`src/rtl/word_serializer_pkg.sv`:
```
// Shared definitions for the LED word serializer.
// State encodings, default word width and a clog2 helper.
package word_serializer_pkg;

    typedef enum logic {
        SER_IDLE  = 1'b0,
        SER_SHIFT = 1'b1
    } ser_state_t;

    localparam int LED_W = 24;

    function automatic int clog2(input int v);
        int r;
        r = 0;
        while ((1 << r) < v) r++;
        return r;
    endfunction

endpackage

```
`src/rtl/word_serializer_fifo.sv`:
```
// Word FIFO for the serializer input.
// Pointers carry one extra wrap bit to tell full from empty.
module word_fifo
    import word_serializer_pkg::*;
#(
    parameter int W     = LED_W,
    parameter int DEPTH = 4
) (
    input  logic         clk,
    input  logic         rstn,
    input  logic         wr,
    input  logic [W-1:0] wdata,
    input  logic         rd,
    output logic [W-1:0] rdata,
    output logic         full,
    output logic         empty
);

    localparam int AW = clog2(DEPTH);

    logic [W-1:0] mem [DEPTH];
    logic [AW:0]  wp;
    logic [AW:0]  rp;
    logic         do_wr;
    logic         do_rd;

    assign do_wr = wr & ~full;
    assign do_rd = rd & ~empty;

    assign empty = (wp == rp);
    assign full  = (wp[AW] != rp[AW]) &&
                   (wp[AW-1:0] == rp[AW-1:0]);
    assign rdata = mem[rp[AW-1:0]];

    // storage write, no reset needed on data
    always_ff @(posedge clk) begin
        if (do_wr) mem[wp[AW-1:0]] <= wdata;
    end

    // pointer update
    always_ff @(posedge clk or negedge rstn) begin
        if (!rstn) begin
            wp <= '0;
            rp <= '0;
        end else begin
            if (do_wr) wp <= wp + 1'b1;
            if (do_rd) rp <= rp + 1'b1;
        end
    end

endmodule

```
`src/rtl/word_serializer.sv`:
```
// Parallel-to-serial engine feeding the LED bit encoder.
// Optional word counter: define WORD_SERIALIZER_WCNT_EN.
module word_serializer
    import word_serializer_pkg::*;
#(
    parameter int W         = LED_W,
    parameter int DEPTH     = 4,
    parameter bit MSB_FIRST = 1'b1
) (
    input  logic         clk,
    input  logic         rstn,
    input  logic [W-1:0] in_data,
    input  logic         in_valid,
    output logic         in_ready,
    input  logic         en,
    output logic         out,
    output logic         out_valid,
    output logic         done,
    output logic         underrun,
    output logic         idle
`ifdef WORD_SERIALIZER_WCNT_EN
    ,
    input  logic         wcnt_clr,
    output logic [15:0]  word_cnt
`endif
);

    localparam int CW = clog2(W);

    ser_state_t    state;
    ser_state_t    state_nx;
    logic [W-1:0]  sr;
    logic [CW-1:0] bit_cnt;
    logic [W-1:0]  fifo_head;
    logic          fifo_full;
    logic          fifo_empty;
    logic          push;
    logic          pop;
    logic          step;
    logic          last;
    logic          fin;

    assign push = in_valid & ~fifo_full;
    assign step = (state == SER_SHIFT) & en;
    assign last = (bit_cnt == CW'(W - 1));
    assign fin  = step & last;
    assign pop  = ~fifo_empty &
                  ((state == SER_IDLE) | fin);

    word_fifo #(
        .W     (W),
        .DEPTH (DEPTH)
    ) u_fifo (
        .clk   (clk),
        .rstn  (rstn),
        .wr    (push),
        .wdata (in_data),
        .rd    (pop),
        .rdata (fifo_head),
        .full  (fifo_full),
        .empty (fifo_empty)
    );

    // state register
    always_ff @(posedge clk or negedge rstn) begin
        if (!rstn) state <= SER_IDLE;
        else       state <= state_nx;
    end

    // next state: load when data waits, drop out when drained
    always_comb begin
        state_nx = state;
        unique case (state)
            SER_IDLE:  if (!fifo_empty) state_nx = SER_SHIFT;
            SER_SHIFT: if (fin && fifo_empty) state_nx = SER_IDLE;
        endcase
    end

    // outputs straight from registered state
    always_comb begin
        out       = MSB_FIRST ? sr[W-1] : sr[0];
        out_valid = (state == SER_SHIFT);
        idle      = (state == SER_IDLE) & fifo_empty;
        in_ready  = ~fifo_full;
    end

    // shifter, bit counter and event pulses
    always_ff @(posedge clk or negedge rstn) begin
        if (!rstn) begin
            sr       <= '0;
            bit_cnt  <= '0;
            done     <= 1'b0;
            underrun <= 1'b0;
        end else begin
            done     <= fin;
            underrun <= (state == SER_IDLE) & en;
            if (pop) begin
                sr      <= fifo_head;
                bit_cnt <= '0;
            end else if (step) begin
                sr      <= MSB_FIRST ? {sr[W-2:0], 1'b0}
                                     : {1'b0, sr[W-1:1]};
                bit_cnt <= last ? '0 : bit_cnt + 1'b1;
            end
        end
    end

`ifdef WORD_SERIALIZER_WCNT_EN
    // completed-word counter, clear wins over increment
    always_ff @(posedge clk or negedge rstn) begin
        if (!rstn)         word_cnt <= '0;
        else if (wcnt_clr) word_cnt <= '0;
        else if (fin)      word_cnt <= word_cnt + 16'd1;
    end
`endif

endmodule

```
`config.mk`:
```
export PLATFORM = sky130hd
export DESIGN_NAME = word_serializer
export DESIGN_NICKNAME = d
export VERILOG_FILES = /design/src/rtl/word_serializer_pkg.sv /design/src/rtl/word_serializer_fifo.sv /design/src/rtl/word_serializer.sv
export SDC_FILE = /design/constraint.sdc
export NUM_CORES = 1
export LEC_CHECK = 0
export ABC_CLOCK_PERIOD_IN_PS = 2100
export BUFFER_PORTS_ARGS = -buffer_cell sky130_fd_sc_hd__buf_2
export CAP_MARGIN = 0
export CORE_UTILIZATION = 54
export CTS_CLUSTER_DIAMETER = 200
export DETAILED_ROUTE_END_ITERATION = 10
export PLACE_DENSITY = 0.72
export SLEW_MARGIN = 10
export SYNTH_ARGS = -nofsm -noshare
export SYNTH_HDL_FRONTEND = slang
export SYNTH_SLANG_ARGS = --single-unit
```
`constraint.sdc`:
```
create_clock -name clk -period 2.1 [get_ports clk]
set_input_delay 0.42 -clock clk [delete_from_list [all_inputs] [get_ports clk]]
set_output_delay 0.42 -clock clk [all_outputs]
set_load 0.01 [all_outputs]
```
==> run metrics <==
critical path depth 4; Non-Filler Instances about 480; Post-Syn Nets 310; CTS tree built; I/O Pins 34; worst relative slew slack 0.518; Slew Limit Fails 0; vias in the first global route about 2800; Worst Hold Margin about 0.11 ns; fraction of layout cells with a size suffix above 1 0.466; clk sinks ~130; placed inst area slightly below 6000 sq um; pin count of the biggest net entering global routing 32; Pre-antenna DRT Iters 4; Mapped Avg Cell Area slightly below 20 sq um; RSZ-0062 raised after global routing yes; Fmax roughly 0.48 GHz; post-DP HPWL 5.02 mm; CP max stage delay around 0.69 ns; flops & latches, synth 134; top-area cell type share of the netlist area 0.526; WP data arrival about 2.2 ns; Post-synth top cells 96 x edfxtp_1, 38 x dfrtp_1, 29 x mux2_2, 24 x mux4_2, 18 x mux2_4; # H-tree levels 4; Die Ht a little over 100 um; Worst Reg-to-Reg Cells 4; register area share after synthesis 0.699; nets between 300 and 400; Final period util 0.983; post-synth cell types 38; gr usage total 0.188; Max Cap Viol 0; metal2 WL between 4 and 5 mm; DRT iter0 DRCs 92; Worst-Margin Slew roughly 0.72 ns; initial antenna violation count 0; P per Cell Area 1400 nW/um^2; metal3 WL between 400 and 500 um; Final Cell Area between 6000 and 7000 sq um; Synth async-reset ratio 0.284; Post-Place Cells around 440; Reg2Reg Setup Slack about 0.037 ns; antenna viol nets, final 0; worst min-delay path category input pin to register; Skew-Pair Late Insertion Delay 0.52 ns; Critical Path Sink u_fifo.mem[3][8]$_DFFE_PP_; clock slew at the register clock pins of the worst setup and hold paths about 0.06 ns; Initial Utilization 0.558; top_reg_cell synth edfxtp_1; Critical Path End Type register; DR vias 2580; DRC violations left 0; final hold violations 0; global-route wire length before repair approximately 14 mm; total chip power a little over 9 mW; post-layout util 0.662; gp weighted congestion roughly 0.66; vias per cell ~5.4; run status completed; leak pwr between 2 and 3 nW; Core Rows 36; RR Startpoint u_fifo.wp[1]$_DFFE_PN0P_; Post-Route WL approximately 8.6 mm; port bufs 33; CTS Root Cell clkbuf_8; slowest CP cell and2_2; most area-consuming cells after synthesis edfxtp_1 53%, dfrtp_1 17%, mux4_2 9.9%, mux2_2 6.0%, mux2_4 4.9%; CP bufs+invs 1; critical path peak fanout 25; time the worst path needs with I/O delays and setup between 2 and 2.5 ns; Reg2Reg Capture Point u_fifo.mem[3][8]$_DFFE_PP_; GRT Residual Overflow 0; CTS max path bufs 2; Yosys Warn Count 0; Syn Inst Count about 280; Chip Width between 100 and 150 um; Max Used Layer met4; CP Launch Point u_fifo.wp[1]$_DFFE_PN0P_; Post-Syn Area approximately 5500 sq um; most common cell in the netlist edfxtp_1; wl on met1 3.80 mm; cts bufs inserted 17; EDFF count, synth between 90 and 100; family with the most delay on the worst path simple AND/OR/NAND/NOR gates; cells along the critical path xnor2_1 > buf_4 > a31oi_1 > and2_2; crit path launch type register; Layout Skew ~0.0095 ns; Die ar. roughly 11000 sq um; Area growth syn-to-layout 18.6%; Core Box Area 9820 sq um; # diodes 0; DR WL/cell about 18 um; Setup CP Type register to register; Critical Path RT 2.24 ns; final setup violating endpoints 0; worst vdd ir between 800 and 900 uV; Synth area leader edfxtp_1
-- state kept, by name, indices dropped and copies added (netlist names) --
signal,flops
bit_cnt,5
done,1
out_valid,1
sr,24
u_fifo.mem,96
u_fifo.rp,3
u_fifo.wp,3
underrun,1
-- layout by cell type (no fill, tap or decap), drive strengths merged, types with 2 or more instances in the layout --
master    instances
mux2i             2
o21ai             4
nor2b             3
nand3             5
mux2             47
inv               8
and2              4
bufinv            4
buf              46
and3              2
clkinv            4
dfrtp            38
xnor2             5
xor2              2
clkinvlp          2
mux4             24
edfxtp           96
nand2             8
ha                6
clkbuf           18
-- timing repair --
item                                    in CTS  in global routing
cloned                                       0                  0
pin swaps                                    3                  0
endpoints found under the setup margin       1                 97
hold buffers                                 1                  0
buffers inserted                             4                  0
gates resized for setup                      4                  0
hold endpoints to repair                    29                  0
-- worst min path at each step --
stage,from,end,slack (ns),cells past startpoint
2_1_floorplan,rstn,bit_cnt[0]$_DFFE_PN0P_,0.12,0
3_3_place_gp,u_fifo.wp[2]$_DFFE_PN0P_,u_fifo.wp[2]$_DFFE_PN0P_,0.48,1
3_5_place_dp,u_fifo.wp[2]$_DFFE_PN0P_,u_fifo.wp[2]$_DFFE_PN0P_,0.48,1
4_1_cts,in_data[15],u_fifo.mem[1][15]$_DFFE_PP_,0.09,1
5_1_grt,in_data[12],u_fifo.mem[2][12]$_DFFE_PP_,0.09,1
6_report,in_data[15],u_fifo.mem[3][15]$_DFFE_PP_,0.11,1
-- cell families (layout without fill, tap and decap cells) --
group | count (synthesis) | count (layout) | synth area share
AO/OA/AOI/OAI | 10 | 10 | 0.0141
XOR/XNOR | 7 | 7 | 0.0112
adder cells (fa/ha/maj) | 6 | 6 | 0.0137
buffers and inverters | 16 | 83 | 0.0171
flip-flops | 134 | 134 | 0.699
multiplexers | 73 | 73 | 0.211
AND/OR/NAND/NOR | 30 | 30 | 0.0338
-- area by class of cell --
class	count	area, sq um
clock buffer	18	418
clock inverter	14	198
fill	693	3320
inverter	4	15.0
multi-input combinational	126	1590
sequential	134	3830
tap	133	166
timing repair buffer	47	285
-- report_power, final --
part / switching [mW] / internal [mW] / total [mW]
logic: 1.02 / 1.19 / 2.20
clock network: 1.10 / 1.94 / 3.05
registers: 0.280 / 3.58 / 3.86
total: 2.40 / 6.71 / 9.11
-- per-stage QoR --
stage	setup TNS, ns	setup WS [ns]
2_1_floorplan	0	0.203
4_1_cts	0	0.0442
3_5_place_dp	0	0.107
5_1_grt	-6.66	-0.0871
3_3_place_gp	0	0.174
6_report	0	0.0365
-- per-layer routing --
metal | vias up | track usage
met5 | - | 0
met4 | 0 | 0.0683
met3 | 13 | 0.0678
met2 | 57 | 0.299
met1 | 1315 | 0.240
li1 | 1195 | -
Note: power is estimated with default switching activity, not from simulation.
